--- src/rtl/maxpool2x2_stream_if.sv ---
// Stream bundle between the conv layer, the 2x2 pooling block and the next IFM memory.
// The slave side consumes conv samples and produces pooled writes.
interface maxpool2x2_stream_if #(
  parameter int unsigned IN_W   = 32,
  parameter int unsigned OUT_W  = 16,
  parameter int unsigned ADDR_W = 6,
  parameter int unsigned CH_W   = 5
);
  logic signed [IN_W-1:0]  in_data;
  logic                    in_valid;
  logic signed [OUT_W-1:0] out_data;
  logic [ADDR_W-1:0]       out_addr;
  logic [CH_W-1:0]         out_chan;
  logic                    out_valid;

  modport master (
    output in_data,
    output in_valid,
    input  out_data,
    input  out_addr,
    input  out_chan,
    input  out_valid
  );

  modport slave (
    input  in_data,
    input  in_valid,
    output out_data,
    output out_addr,
    output out_chan,
    output out_valid
  );
endinterface

--- src/rtl/maxpool2x2_stream.sv ---
// 2x2 stride-2 max pooling over a channel-major, row, column sample stream with no backpressure.
// Emits each saturated pooled value with its pixel address and channel one cycle after completion.
module maxpool2x2_stream #(
  parameter int unsigned WIDTH    = 16,
  parameter int unsigned HEIGHT   = 16,
  parameter int unsigned CHANNELS = 32,
  parameter int unsigned IN_W     = 32,
  parameter int unsigned OUT_W    = 16,
  parameter int unsigned ADDR_W   = 6,
  parameter int unsigned CH_W     = 5
) (
  input  logic                  clk,
  input  logic                  rst,
  input  logic                  start,
  maxpool2x2_stream_if.slave    strm,
  output logic                  busy,
  output logic                  done
);

  localparam int unsigned HalfW = WIDTH / 2;
  localparam int unsigned ColW  = (WIDTH > 1) ? $clog2(WIDTH) : 1;
  localparam int unsigned RowW  = (HEIGHT > 1) ? $clog2(HEIGHT) : 1;
  localparam int unsigned BufAw = (HalfW > 1) ? $clog2(HalfW) : 1;

  localparam logic signed [IN_W-1:0] SatMax = IN_W'((64'sd1 <<< (OUT_W - 1)) - 64'sd1);
  localparam logic signed [IN_W-1:0] SatMin = ~SatMax;

  if (WIDTH % 2 != 0) begin : g_bad_width
    $error("maxpool2x2_stream: WIDTH must be even");
  end
  if (HEIGHT % 2 != 0) begin : g_bad_height
    $error("maxpool2x2_stream: HEIGHT must be even");
  end
  if ((2 ** ADDR_W) < (HalfW * (HEIGHT / 2))) begin : g_bad_addr_w
    $error("maxpool2x2_stream: ADDR_W too small for pooled map");
  end
  if ((2 ** CH_W) < CHANNELS) begin : g_bad_ch_w
    $error("maxpool2x2_stream: CH_W too small for CHANNELS");
  end

  typedef enum logic [1:0] {StIdle, StRun, StDone} state_e;

  state_e state_q, state_d;

  logic [ColW-1:0]  col_q, col_d;
  logic [RowW-1:0]  row_q, row_d;
  logic [CH_W-1:0]  chan_q, chan_d;
  logic signed [IN_W-1:0] hmax_q, hmax_d;
  logic signed [IN_W-1:0] rowbuf_q [HalfW];

  logic signed [OUT_W-1:0] out_data_q, out_data_d;
  logic [ADDR_W-1:0]       out_addr_q, out_addr_d;
  logic [CH_W-1:0]         out_chan_q, out_chan_d;
  logic                    out_valid_q, out_valid_d;

  logic                   accept, clear;
  logic                   col_last, row_last, chan_last, last_accept;
  logic [BufAw-1:0]       buf_idx;
  logic signed [IN_W-1:0] d, pair_max, pool_max;

  function automatic logic signed [IN_W-1:0] smax(input logic signed [IN_W-1:0] a,
                                                  input logic signed [IN_W-1:0] b);
    return (a > b) ? a : b;
  endfunction

  function automatic logic signed [OUT_W-1:0] sat(input logic signed [IN_W-1:0] p);
    if (p > SatMax) begin
      return {1'b0, {(OUT_W - 1){1'b1}}};
    end else if (p < SatMin) begin
      return {1'b1, {(OUT_W - 1){1'b0}}};
    end
    return p[OUT_W-1:0];
  endfunction

  // ---------------------------------------------------------------------------------------------
  // Control FSM
  // ---------------------------------------------------------------------------------------------
  always_ff @(posedge clk or posedge rst) begin
    if (rst) begin
      state_q <= StIdle;
    end else begin
      state_q <= state_d;
    end
  end

  always_comb begin
    state_d = state_q;
    unique case (state_q)
      StIdle:  if (start) state_d = StRun;
      StRun:   if (last_accept) state_d = StDone;
      StDone:  if (start) state_d = StRun;
      default: state_d = StIdle;
    endcase
  end

  always_comb begin
    busy   = (state_q == StRun);
    done   = (state_q == StDone);
    accept = (state_q == StRun) && strm.in_valid;
    clear  = start && (state_q != StRun);
  end

  // ---------------------------------------------------------------------------------------------
  // Scan counters
  // ---------------------------------------------------------------------------------------------
  assign col_last    = (col_q == ColW'(WIDTH - 1));
  assign row_last    = (row_q == RowW'(HEIGHT - 1));
  assign chan_last   = (chan_q == CH_W'(CHANNELS - 1));
  assign last_accept = accept && col_last && row_last && chan_last;

  always_comb begin
    col_d  = col_q;
    row_d  = row_q;
    chan_d = chan_q;
    if (clear) begin
      col_d  = '0;
      row_d  = '0;
      chan_d = '0;
    end else if (accept) begin
      if (col_last) begin
        col_d = '0;
        if (row_last) begin
          row_d  = '0;
          chan_d = chan_last ? '0 : chan_q + 1'b1;
        end else begin
          row_d = row_q + 1'b1;
        end
      end else begin
        col_d = col_q + 1'b1;
      end
    end
  end

  // ---------------------------------------------------------------------------------------------
  // Pooling datapath
  // ---------------------------------------------------------------------------------------------
  assign d        = strm.in_data;
  assign buf_idx  = BufAw'(col_q >> 1);
  assign pair_max = smax(hmax_q, d);
  // Odd rows only ever read slots written earlier in the same row pair, so no reset is needed.
  assign pool_max = smax(rowbuf_q[buf_idx], pair_max);

  always_comb begin
    hmax_d      = hmax_q;
    out_valid_d = 1'b0;
    out_data_d  = out_data_q;
    out_addr_d  = out_addr_q;
    out_chan_d  = out_chan_q;
    if (accept && !col_q[0]) begin
      hmax_d = d;
    end
    if (accept && col_q[0] && row_q[0]) begin
      out_valid_d = 1'b1;
      out_data_d  = sat(pool_max);
      out_addr_d  = ADDR_W'(32'(row_q >> 1) * HalfW + 32'(col_q >> 1));
      out_chan_d  = chan_q;
    end
  end

  always_ff @(posedge clk) begin
    if (accept && col_q[0] && !row_q[0]) begin
      rowbuf_q[buf_idx] <= pair_max;
    end
  end

  always_ff @(posedge clk or posedge rst) begin
    if (rst) begin
      col_q       <= '0;
      row_q       <= '0;
      chan_q      <= '0;
      hmax_q      <= '0;
      out_valid_q <= 1'b0;
      out_data_q  <= '0;
      out_addr_q  <= '0;
      out_chan_q  <= '0;
    end else begin
      col_q       <= col_d;
      row_q       <= row_d;
      chan_q      <= chan_d;
      hmax_q      <= hmax_d;
      out_valid_q <= out_valid_d;
      out_data_q  <= out_data_d;
      out_addr_q  <= out_addr_d;
      out_chan_q  <= out_chan_d;
    end
  end

  assign strm.out_valid = out_valid_q;
  assign strm.out_data  = out_data_q;
  assign strm.out_addr  = out_addr_q;
  assign strm.out_chan  = out_chan_q;

endmodule

--- src/flat_wrapper.sv ---
// flat-port wrapper written by rule: the top's interface ports become plain ports
module maxpool2x2_stream_flat 
#(
  parameter int unsigned WIDTH    = 16,
  parameter int unsigned HEIGHT   = 16,
  parameter int unsigned CHANNELS = 32,
  parameter int unsigned IN_W     = 32,
  parameter int unsigned OUT_W    = 16,
  parameter int unsigned ADDR_W   = 6,
  parameter int unsigned CH_W     = 5
)
  (clk, rst, start, busy, done, strm_in_data, strm_in_valid, strm_out_data, strm_out_addr, strm_out_chan, strm_out_valid);
  maxpool2x2_stream_if #(.IN_W(IN_W), .OUT_W(OUT_W), .ADDR_W(ADDR_W), .CH_W(CH_W)) strm_i ();
  input  logic clk;
  input  logic rst;
  input  logic start;
  output logic busy;
  output logic done;
  input wire logic [$bits(strm_i.in_data)-1:0] strm_in_data;
  input wire logic [$bits(strm_i.in_valid)-1:0] strm_in_valid;
  output wire logic [$bits(strm_i.out_data)-1:0] strm_out_data;
  output wire logic [$bits(strm_i.out_addr)-1:0] strm_out_addr;
  output wire logic [$bits(strm_i.out_chan)-1:0] strm_out_chan;
  output wire logic [$bits(strm_i.out_valid)-1:0] strm_out_valid;
  assign strm_i.in_data = strm_in_data;
  assign strm_i.in_valid = strm_in_valid;
  assign strm_out_data = strm_i.out_data;
  assign strm_out_addr = strm_i.out_addr;
  assign strm_out_chan = strm_i.out_chan;
  assign strm_out_valid = strm_i.out_valid;
  maxpool2x2_stream #(.WIDTH(WIDTH), .HEIGHT(HEIGHT), .CHANNELS(CHANNELS), .IN_W(IN_W), .OUT_W(OUT_W), .ADDR_W(ADDR_W), .CH_W(CH_W)) u_core (.clk(clk), .rst(rst), .start(start), .strm(strm_i), .busy(busy), .done(done));
endmodule
--- config.mk ---
export PLATFORM = sky130hd
export DESIGN_NAME = maxpool2x2_stream_flat
export DESIGN_NICKNAME = d
export VERILOG_FILES = /design/src/rtl/maxpool2x2_stream_if.sv /design/src/rtl/maxpool2x2_stream.sv /design/src/flat_wrapper.sv
export SDC_FILE = /design/constraint.sdc
export NUM_CORES = 1
export LEC_CHECK = 0
export BUFFER_PORTS_ARGS = -buffer_cell sky130_fd_sc_hd__buf_2
export CORE_MARGIN = 4
export CORE_UTILIZATION = 45
export CTS_CLUSTER_DIAMETER = 150
export CTS_CLUSTER_SIZE = 24
export DETAILED_ROUTE_END_ITERATION = 7
export PLACE_DENSITY_LB_ADDON = 0.25
export SETUP_SLACK_MARGIN = 0.15
export SLEW_MARGIN = 10
export SYNTH_ARGS = -nofsm -noshare
export SYNTH_HDL_FRONTEND = slang
export SYNTH_SLANG_ARGS = --single-unit
--- constraint.sdc ---
create_clock -name clk -period 7.2 [get_ports clk]
set_input_delay 0.36 -clock clk [delete_from_list [all_inputs] [get_ports clk]]
set_output_delay 0.36 -clock clk [all_outputs]
set_load 0.02 [all_outputs]
==> results of run 1 <==
## worst min-delay path by stage
| stage | startpoint | depth (start not counted) | slack (ps) | end |
|---|---|---|---|---|
| final | strm_in_data[0] | 3 | 100 | u_core.hmax_q[0]$_DFFE_PP0P_ |
| after global routing | strm_in_data[0] | 3 | 80 | u_core.hmax_q[0]$_DFFE_PP0P_ |
| after CTS | strm_in_data[0] | 3 | 80 | u_core.hmax_q[0]$_DFFE_PP0P_ |
| after detailed placement | u_core.state_q[0]$_DFFE_PP0P_ | 1 | 470 | u_core.state_q[0]$_DFFE_PP0P_ |
| after global placement | u_core.state_q[0]$_DFFE_PP0P_ | 1 | 460 | u_core.state_q[0]$_DFFE_PP0P_ |
| after floorplan | u_core.state_q[0]$_DFFE_PP0P_ | 1 | 440 | u_core.state_q[0]$_DFFE_PP0P_ |
## flip-flops by register name, summed over array words and instances, names as in the netlist
register and count:
u_core.rowbuf_q 256, u_core.hmax_q 32, u_core.strm.out_data 16, u_core.strm.out_addr 6, u_core.chan_q 5, u_core.strm.out_chan 5
u_core.col_q 4, u_core.row_q 4, u_core.state_q 2, u_core.strm.out_valid 1
## routing by layer
metal  part of all wire, %  global-route usage [%]  vias up  wire [um]
met3                   5.7                    2.26       39       2040
met5                 0.020                       0        -          7
met4                   1.6                    3.62        2        588
met2                    48                    31.2      282      17300
met1                    45                    27.2     4668      16000
li1                      -                       -     4269          -
## tightest hold or removal path, cell delays in order
cell	delay (ps)
buf_2	110
nand2_1	50
o21ai_0	60
## final cells by class
| cell class | count | area share, % |
|---|---|---|
| inverter | 76 | 1.71 |
| multi-input combinational | 641 | 32.3 |
| tap | 448 | 3.34 |
| clock buffer | 28 | 2.78 |
| timing repair buffer | 83 | 2.82 |
| sequential | 331 | 57.0 |
| clock inverter | 2 | 0.0968 |
## kinds of logic (layout without fill, tap and decap cells)
group	count (synthesis)	count (layout)
adder cells (fa/ha/maj)	68	68
multiplexers	142	142
AND/OR/NAND/NOR	268	268
AO/OA/AOI/OAI	161	161
XOR/XNOR	2	2
flip-flops	331	331
buffers and inverters	122	189
## cell usage in the layout (no fill, tap or decap), drive strengths merged, types with 28 or more instances in the layout
cell	instances
mux2	74
mux4	35
mux2i	33
inv	75
nand4	29
edfxtp	256
a21oi	54
ha	68
clkbuf	28
nor2	50
dfrtp	75
buf	83
nand2	80
## per-stage QoR
stage	total power, mW	cell area (um2)
after floorplan	5.04	15500
after global placement	5.77	16300
after detailed placement	5.85	16300
after CTS	6.88	16800
after global routing	7.33	16800
final	6.86	16800
## where the power goes
| part | total [mW] | internal [mW] | switching, mW | leakage (nW) |
|---|---|---|---|---|
| Clock | 1.04 | 0.453 | 0.584 | 0.227 |
| Combinational | 3.04 | 1.21 | 1.84 | 2.87 |
| Sequential | 2.78 | 2.53 | 0.246 | 3.26 |
| Total | 6.86 | 4.19 | 2.67 | 6.36 |
==> impl_results.md, run 1 <==
* Syn Inst Count at 1,094
* CP arrival at 6360 ps
* WS Path Type: flop to flop
* # Post-CTS Setup Buffers at 0
* Syn Std Cell Area at 15,500 um2
* Ant. Diodes at 0
* Fillers at 2,908
* Crit path largest cell delay at 780 ps
* Endpoints failing setup at 0
* Layout area overhead at 8.25%
* Clk slew on worst S/H paths at 100 ps
* Worst reg2reg setup slack at 1290 ps
* Setup ws final at 1290 ps
* Synth cell count leaders: 256 x edfxtp_1, 80 x nand2_1, 75 x dfrtp_1, 74 x inv_1, 72 x mux2_2
* Post-synthesis adder-cell area fraction at 5.48%
* Post-synthesis simple-gate area fraction at 8.98%
* CP max FO at 22
* Post-DRT Antenna Nets at 0
* Num CTS Buffers at 17
* Register-to-Register Path Depth at 18
* Synth Area in Compound Gates at 7.40%
* CTS tree: built
* Number of synthesized flops with an enable pin at 256
* Worst hold path type: primary input to flop
* Slew HR at 20.4%
* Clock Sinks at 331
* Synth top area share at 49.5%
* Slew @ Worst Pin at 1190 ps
* FF-to-FF End: u_core.strm.out_data[1]$_DFFE_PP0P_
* Setup TNS at 0 ps
* Asr flop ratio synth at 22.7%
* Peak supply drop at 0.000266 V
* Worst Path Required at 7650 ps
* Seq/Total Area, Yosys at 61.6%
* Critical Path Source Type: flop
* Number of I/O port buffers at 65
* CP endpoint kind: flop
* Max-cap violation count at 0
* Total grt overflow at 0
* Vias in the first global route at 9,545
* Post-synth top area cell: edfxtp_1
* Top delay family on crit path: simple AND/OR/NAND/NOR gates
* Final hold vios at 0
* Period utilization at 82.1%
* Post-synthesis xor/xnor area fraction at 0.113%
* Std cell rows at 67
* Core area at 33,800 um2
* FF-to-FF Start: u_core.hmax_q[25]$_DFFE_PP0P_
* Most frequent cell after synthesis: edfxtp_1
* Fin cells at 1,609
* PD cells at 408 nW/um2
* Placed cells at 1,579
* Via/cell ratio at 5.76
* Unrepaired setup endpoints after global routing: false
* Synth unique cells at 74
* Initial detailed-routing violation count at 785
* Hold Slack at 97.5 ps
* Worst setup path startpoint: u_core.hmax_q[25]$_DFFE_PP0P_
* F_max at 169 MHz
* Leakage power at 6.36 nW
* Crit path capture: u_core.strm.out_data[1]$_DFFE_PP0P_
* Largest net degree at the start of global routing at 76
* Gpl congestion at 0.799
* Cells along the critical path: ha_1, a211oi_1, nor3_1, a211o_1, or3_4, o211ai_4, buf_4, mux2i_1, ha_1, nand4_1, nor4_1, o31ai_1, o211ai_1, and3_1, buf_4, nand3_1, o311a_4, a21oi_2
* Post-synth top flop: edfxtp_1
* Clk_skew at 26.1 ps
* Yosys reg bits at 331
* Synth top area cells: edfxtp_1 50%, dfrtp_1 12%, ha_1 5.5%
* DP HPWL at 24,300 um
* Period minus WS final at 5910 ps
* CTS Hold Bufs at 0
* Register area at 9570 um2
* Worst-Skew Late Latency at 520 ps
* Post-CTS Resized at 0
* Fraction of layout cells with a size suffix above 1 at 21.4%
* Status: complete, no violations
* Routed len/inst at 22.3 um
* Syn avg cell area at 14.2 um2
* Mapped Nets at 1,198
* Via count at 9,260
* Clock Path Buffers at 3
* First-pass GRT wire length at 56,100 um
* Drt first pass iters at 5
* H-Tree Depth at 1
* Pre-CTS setup slack at 1160 ps
* Crit. path cell count at 18
* # DRC at 0
* Main combinational cell family by area after synthesis: multiplexers
* Die outline width at 194 um
* Root buffer cell: clkbuf_16
* Initial antenna violation count at 1
* WL final at 35,900 um
* Initial Utilization at 45.9%
* Final core utilization at 49.7%
* Max-slew violation count at 0
* Post-synthesis mux area share at 12.6%
* Die H at 194 um
* Slowest CP cell: nor4_1
* YS warnings at 0
* GRT Util Overall at 18.8%
* Die area at 37,500 um2
* Crit path buf inv count at 2
* I/O pin total at 66
* Area taken by multi-input logic gates at 5420 um2
* Nets at 1,254
No activity file was read; power rests on OpenSTA's default activity.
==> inputs of run 2 (changes only) <==
==> constraint.sdc (replaced) <==
create_clock -name clk -period 5.9 [get_ports clk]
set_input_delay 0.295 -clock clk [delete_from_list [all_inputs] [get_ports clk]]
set_output_delay 0.295 -clock clk [all_outputs]
set_load 0.02 [all_outputs]
==> impl_results.md, run 2 (synthesis gave the netlist of run 1 again) <==
* Status: complete, no violations (unchanged)
* Register area at 9570 um2 (unchanged)
* CTS tree: built (unchanged)
* Crit path largest cell delay at 530 ps (was 780 ps)
* Max reg flops at 256 (unchanged)
* Clk pwr share at 15.0% (was 15.1%)
* PD cells at 500 nW/um2 (was 408 nW/um2)
* Share of total power in combinational logic at 45.2% (was 44.4%)
* Layout area overhead at 8.89% (was 8.25%)
* Unrepaired setup endpoints after global routing: false (unchanged)
* Worst setup path startpoint: u_core.hmax_q[25]$_DFFE_PP0P_ (unchanged)
* Routed wl met3 at 2240 um (was 2040 um)
* Final Cell Area at 16,900 um2 (was 16,800 um2)
* Worst Path Required at 6350 ps (was 7650 ps)
* DP HPWL at 24,500 um (was 24,300 um)
* CP endpoint kind: flop (unchanged)
* Met2 Wirelength at 17,500 um (was 17,300 um)
* # DRC at 0 (unchanged)
* Top routing layer in use: met5 (unchanged)
* Setup TNS at 0 ps (unchanged)
* Routed len/inst at 22.6 um (was 22.3 um)
* FF-to-FF Start: u_core.hmax_q[25]$_DFFE_PP0P_ (unchanged)
* WS Path Type: flop to flop (unchanged)
* H-Tree Depth at 1 (unchanged)
* Clk_skew at 25.1 ps (was 26.1 ps)
* Peak supply drop at 0.000275 V (was 0.000266 V)
* Worst-Skew Late Latency at 520 ps (about the same)
* Number of I/O port buffers at 65 (unchanged)
* FF-to-FF End: u_core.strm.out_data[14]$_DFFE_PP0P_ (was u_core.strm.out_data[1]$_DFFE_PP0P_)
* Core area at 33,800 um2 (unchanged)
* Worst reg2reg setup slack at 740 ps (was 1290 ps)
* Endpoints failing setup at 0 (unchanged)
* Fraction of layout cells with a size suffix above 1 at 21.9% (was 21.4%)
* Wl on met1 at 16,300 um (was 16,000 um)
* Clock Sinks at 331 (unchanged)
* Register-to-Register Path Depth at 19 (was 18)
* Period minus WS final at 5160 ps (was 5910 ps)
* Fillers at 2,915 (was 2,908)
* Hold Startpoint: strm_in_data[4] (was strm_in_data[0])
* Design Power at 8.45 mW (was 6.86 mW)
* Initial Utilization at 45.9% (unchanged)
* Num CTS Buffers at 17 (unchanged)
* Register share of total power at 39.8% (was 40.5%)
* Die H at 194 um (unchanged)
* Largest net degree at the start of global routing at 71 (was 76)
* Leakage power at 6.42 nW (was 6.36 nW)
* Top delay family on crit path: compound AO/OA/AOI/OAI gates (was simple AND/OR/NAND/NOR gates)
* Most common cell after layout, fill and taps aside: edfxtp_1 (unchanged)
* Final hold vios at 0 (unchanged)
* Pint at 5.17 mW (was 4.19 mW)
* Cells along the critical path: ha_1, a211oi_1, nor3_1, a211o_1, or3_4, o211ai_4, buf_12, mux2i_1, ha_1, nand4_1, nor4_1, buf_4, nand2b_1, o211ai_1, and3_1, buf_4, nand3_1, o311a_4, a21oi_1 (was ha_1, a211oi_1, nor3_1, a211o_1, or3_4, o211ai_4, buf_4, mux2i_1, ha_1, nand4_1, nor4_1, o31ai_1, o211ai_1, and3_1, buf_4, nand3_1, o311a_4, a21oi_2)
* Area taken by multi-input logic gates at 5430 um2 (was 5420 um2)
* Period utilization at 87.5% (was 82.1%)
* Nets at 1,264 (was 1,254)
* Psw at 3.28 mW (was 2.67 mW)
* Die outline width at 194 um (unchanged)
* Max-cap violation count at 0 (unchanged)
* Switch share at 38.9% (about the same)
* F_max at 194 MHz (was 169 MHz)
* Via/cell ratio at 5.75 (was 5.76)
* Setup ws final at 739 ps (was 1290 ps)
* Placement Cell Area at 16,400 um2 (was 16,300 um2)
* Post-DRT Antenna Nets at 0 (unchanged)
* Gpl congestion at 0.869 (was 0.799)
* Ant. Diodes at 0 (unchanged)
* Hold Slack at 44.6 ps (was 97.5 ps)
* Via count at 9,308 (was 9,260)
* Critical Path Source Type: flop (unchanged)
* Post-CTS Resized at 0 (unchanged)
* Root buffer cell: clkbuf_16 (unchanged)
* Slew HR at 31.7% (was 20.4%)
* Clock Path Buffers at 3 (unchanged)
* Initial detailed-routing violation count at 908 (was 785)
* Total grt overflow at 0 (unchanged)
* WL final at 36,500 um (was 35,900 um)
* Initial antenna violation count at 1 (unchanged)
* Vias in the first global route at 9,392 (was 9,545)
* Crit. path cell count at 19 (was 18)
* Die area at 37,500 um2 (unchanged)
* Worst hold path type: primary input to flop (unchanged)
* Max-slew violation count at 0 (unchanged)
* Slew @ Worst Pin at 1020 ps (was 1190 ps)
* Std cell rows at 67 (unchanged)
* Crit path capture: u_core.strm.out_data[14]$_DFFE_PP0P_ (was u_core.strm.out_data[1]$_DFFE_PP0P_)
* Most frequent cells in the layout: 256 x edfxtp_1, 80 x nand2_1, 73 x inv_1 (unchanged)
* Biggest register: u_core.rowbuf_q (unchanged)
* GRT Util Overall at 19.2% (was 18.8%)
* Pre-CTS setup slack at 673 ps (was 1160 ps)
* CP max FO at 19 (was 22)
* Slowest CP cell: mux2i_1 (was nor4_1)
* First-pass GRT wire length at 57,000 um (was 56,100 um)
* Clk slew on worst S/H paths at 100 ps (about the same)
* Drt first pass iters at 5 (unchanged)
* CP arrival at 5610 ps (was 6360 ps)
* I/O pin total at 66 (unchanged)
* Crit path buf inv count at 3 (was 2)
## run 2: changes by cell type in the layout (fill, tap and decap cells not counted), sizes merged
| cell | previous run | this run |
|---|---|---|
| dlygate4sd3 | 0 | 2 |
| buf | 83 | 91 |
## run 2: final cells by class
cell class                 count  share of cell area (%)
inverter                      76                    1.70
sequential                   331                    56.6
clock inverter                 2                  0.0963
multi-input combinational    641                    32.1
tap                          448                    3.32
timing repair buffer          93                    3.35
clock buffer                  28                    2.76
## run 2: power groups by stage
stage | Combinational (mW) | Sequential (mW) | Clock (mW)
after floorplan | 2.87 | 3.29 | 0
after global placement | 3.71 | 3.42 | 0
after detailed placement | 3.78 | 3.42 | 0
after CTS | 3.81 | 3.37 | 1.30
after global routing | 4.22 | 3.41 | 1.39
final | 3.82 | 3.37 | 1.27
## run 2: per-stage QoR
stage | utilization (%) | std cells
global route | 50.0 | 1619
global placement | 48.5 | 1587
finish | 50.0 | 1619
detailed placement | 48.5 | 1587
CTS | 50.0 | 1619
floorplan | - | 1094
## run 2: worst min path at each step
stage	to	slack, ps	depth (start not counted)
CTS	u_core.hmax_q[4]$_DFFE_PP0P_	20	2
finish	u_core.hmax_q[4]$_DFFE_PP0P_	40	2
floorplan	u_core.hmax_q[0]$_DFFE_PP0P_	410	2
global placement	u_core.hmax_q[9]$_DFFE_PP0P_	170	2
detailed placement	u_core.hmax_q[8]$_DFFE_PP0P_	170	2
global route	u_core.hmax_q[4]$_DFFE_PP0P_	30	2
## run 2: layer usage
metal / track usage, % / vias up
li1: - / 4285
met5: 0 / -
met3: 2.54 / 30
met2: 31.1 / 242
met4: 3.33 / 2
met1: 28.3 / 4749
## run 2: repair_timing
item,in CTS,in global routing
endpoints found under the hold margin,6,0
buffers inserted,0,0
hold buffers,2,0
setup endpoints to repair,0,0
==> inputs of run 3 (changes only) <==
--- a/config.mk
+++ b/config.mk
@@ -5,6 +5,7 @@
 export SDC_FILE = /design/constraint.sdc
 export NUM_CORES = 1
 export LEC_CHECK = 0
+export ABC_AREA = 1
 export BUFFER_PORTS_ARGS = -buffer_cell sky130_fd_sc_hd__buf_2
 export CORE_MARGIN = 4
 export CORE_UTILIZATION = 45
==> impl_results.md, run 3 <==
* Status: complete, no violations (unchanged)
* Synth unique cells at 50 (was 74)
* Syn avg cell area at 11.2 um2 (was 14.2 um2)
* Most frequent cells in the layout: 311 x nand2_1, 256 x edfxtp_1, 123 x inv_1 (was 256 x edfxtp_1, 80 x nand2_1, 73 x inv_1)
* Critical Path Source Type: flop (unchanged)
* F_max at 187 MHz (was 194 MHz)
* Gpl congestion at 0.890 (was 0.869)
* Clock Path Buffers at 3 (unchanged)
* Largest net degree at the start of global routing at 65 (was 71)
* Root buffer cell: clkbuf_16 (unchanged)
* Number of synthesized flops with an enable pin at 256 (unchanged)
* Final hold vios at 0 (unchanged)
* Slowest CP cell: dfrtp_1 (was mux2i_1)
* Max-slew violation count at 0 (unchanged)
* Std cell rows at 67 (unchanged)
* DP HPWL at 23,800 um (was 24,500 um)
* Total grt overflow at 0 (unchanged)
* I/O pin total at 66 (unchanged)
* Initial antenna violation count at 0 (was 1)
* Initial detailed-routing violation count at 948 (was 908)
* Fraction of layout cells with a size suffix above 1 at 14.2% (was 21.9%)
* Final Cell Area at 16,700 um2 (was 16,900 um2)
* Clk slew on worst S/H paths at 100 ps (about the same)
* First-pass GRT wire length at 56,500 um (was 57,000 um)
* Endpoints failing setup at 0 (unchanged)
* Worst-Skew Late Latency at 520 ps (about the same)
* Busiest grt layer: met2 (unchanged)
* Via/cell ratio at 5.40 (was 5.75)
* Core area at 33,400 um2 (was 33,800 um2)
* Period utilization at 90.4% (was 87.5%)
* Met1 Use GR at 30.0% (was 28.3%)
* Syn Std Cell Area at 15,200 um2 (was 15,500 um2)
* Slew @ Worst Pin at 1010 ps (was 1020 ps)
* Die area at 36,800 um2 (was 37,500 um2)
* Ant. Diodes at 0 (unchanged)
* Drt first pass iters at 5 (unchanged)
* Post-synth top flop: edfxtp_1 (unchanged)
* Final core utilization at 50.0% (about the same)
* Setup ws final at 566 ps (was 739 ps)
* Placement Cell Area at 16,200 um2 (was 16,400 um2)
* Pre-CTS setup slack at 363 ps (was 673 ps)
* # DRC at 0 (unchanged)
* Syn Inst Count at 1,365 (was 1,094)
* FF-to-FF End: u_core.strm.out_data[11]$_DFFE_PP0P_ (was u_core.strm.out_data[14]$_DFFE_PP0P_)
* Asr flop ratio synth at 22.7% (unchanged)
* Max-cap violation count at 0 (unchanged)
* Most common cell after layout, fill and taps aside: nand2_1 (was edfxtp_1)
* WL final at 36,800 um (was 36,500 um)
* Number of I/O port buffers at 65 (unchanged)
* Synth cell count leaders: 312 x nand2_1, 256 x edfxtp_1, 124 x inv_1, 95 x o21ai_0, 75 x dfrtp_1 (was 256 x edfxtp_1, 80 x nand2_1, 75 x dfrtp_1, 74 x inv_1, 72 x mux2_2)
* Period minus WS final at 5330 ps (was 5160 ps)
* Layout area overhead at 9.87% (was 8.89%)
* CTS tree: built (unchanged)
* CP endpoint kind: flop (unchanged)
* Die H at 192 um (was 194 um)
* Unrepaired setup endpoints after global routing: false (unchanged)
* Nets at 1,539 (was 1,264)
* Synth top area cells: edfxtp_1 51%, dfrtp_1 12%, nand2_1 7.7% (was edfxtp_1 50%, dfrtp_1 12%, ha_1 5.5%)
* CP arrival at 5780 ps (was 5610 ps)
* Seq/Total Area, Yosys at 62.8% (was 61.6%)
* Register-to-Register Path Depth at 28 (was 19)
* Initial Utilization at 45.5% (was 45.9%)
* Vias in the first global route at 9,744 (was 9,392)
* Num CTS Buffers at 17 (unchanged)
* Crit path capture: u_core.strm.out_data[11]$_DFFE_PP0P_ (was u_core.strm.out_data[14]$_DFFE_PP0P_)
* Max reg flops at 256 (unchanged)
* Die outline width at 192 um (was 194 um)
* Via count at 10.2k (was 9,308)
* H-Tree Depth at 1 (unchanged)
* Slew HR at 32.5% (was 31.7%)
* Worst setup path startpoint: u_core.hmax_q[31]$_DFFE_PP0P_ (was u_core.hmax_q[25]$_DFFE_PP0P_)
* WS Path Type: flop to flop (unchanged)
* GRT Util Overall at 19.8% (was 19.2%)
* FF-to-FF Start: u_core.hmax_q[31]$_DFFE_PP0P_ (was u_core.hmax_q[25]$_DFFE_PP0P_)
* Worst hold path type: primary input to flop (unchanged)
* Crit path largest cell delay at 420 ps (was 530 ps)
* Worst Hold Path Cells at 4 (was 2)
* Worst reg2reg setup slack at 570 ps (was 740 ps)
* Post-DRT Antenna Nets at 0 (unchanged)
* CP max FO at 35 (was 19)
* Most frequent CP cell: nand2_1
* Yosys reg bits at 331 (unchanged)
* GR Util met2 at 31.3% (was 31.1%)
* Worst Path Required at 6350 ps (about the same)
* Mapped Nets at 1,469 (was 1,198)
* Synth top area share at 50.5% (was 49.5%)
* Post-synth top area cell: edfxtp_1 (unchanged)
* Biggest register: u_core.rowbuf_q (unchanged)
* Most frequent cell after synthesis: nand2_1 (was edfxtp_1)
* Routed len/inst at 19.5 um (was 22.6 um)
* YS warnings at 0 (unchanged)
* GR Util met3 at 2.20% (was 2.54%)
* Setup TNS at 0 ps (unchanged)
* Clock Sinks at 331 (unchanged)
* Clk_skew at 26.9 ps (was 25.1 ps)
## run 3: cell count changes after synthesis, sizes merged, moves of 15 or more
cell	delta
a22oi	+24
nand3	+18
mux4	-35
mux2	-74
a221oi	+21
nand4	+21
nand2	+259
mux2i	-33
a22o	+22
nand2b	-17
a21o	-21
nor2	+15
inv	+58
o21ai	+81
## run 3: critical path, delay by kind of cell, from the launching register on
| family | cells | cell delay, ps |
|---|---|---|
| buffers and inverters | 2 | 600 |
| AND/OR/NAND/NOR | 20 | 2840 |
| flip-flops | 1 | 420 |
| adder cells (fa/ha/maj) | 2 | 670 |
| AO/OA/AOI/OAI | 4 | 710 |
## run 3: cell type report
cell class | count | area (um2)
fillers | 2937 | 16700
clock inverters | 2 | 15.0
repair buffers | 105 | 653
multi-input cells | 846 | 4960
inverters | 134 | 504
clock buffers | 28 | 467
well taps | 448 | 561
flip-flops and latches | 331 | 9560
## run 3: timing repair
item | in CTS | in global routing
resized for setup | 0 | 1
buffers inserted | 0 | 1
hold buffers | 1 | 0
endpoints found under the hold margin | 25 | 0
setup endpoints to repair | 0 | 15
## run 3: how the worst min path moves through the flow
| stage | slack (ps) | to | startpoint |
|---|---|---|---|
| floorplan | 450 | u_core.state_q[0]$_DFFE_PP0P_ | u_core.state_q[0]$_DFFE_PP0P_ |
| global placement | 310 | u_core.strm.out_addr[0]$_DFFE_PP0P_ | rst |
| detailed placement | 310 | u_core.strm.out_addr[2]$_DFFE_PP0P_ | rst |
| CTS | 30 | u_core.state_q[1]$_DFFE_PP0P_ | start |
| global route | 60 | u_core.state_q[1]$_DFFE_PP0P_ | start |
| finish | 40 | u_core.state_q[1]$_DFFE_PP0P_ | start |
## run 3: cells by family (layout without fill, tap and decap cells)
group,count (synthesis),count (layout),share of synthesized area (%)
xor gates and xnor gates,2,2,0.115
AOI/OAI and AO/OA,259,259,11.2
and+or+nand+nor,516,517,15.2
DFF,331,331,62.8
buffers and inverters,189,269,5.13
adders and majority gates,68,68,5.59
## run 3: stage by stage
stage / hold WS, ps / cells
finish: 40.4 / 1894
global route: 59.3 / 1894
CTS: 29.6 / 1892
detailed placement: 314 / 1861
global placement: 312 / 1861
floorplan: 447 / 1365
## run 3: per-layer routing
layer  part of all wire, %  wire (um)
met1                    47      17400
met2                    45      16500
met3                   6.4       2340
met4                   1.7        636
met5                     0          0
Power of run 3 is not shown: default switching activity piles up to over one toggle a cycle in this logic, so the estimate is an artifact.
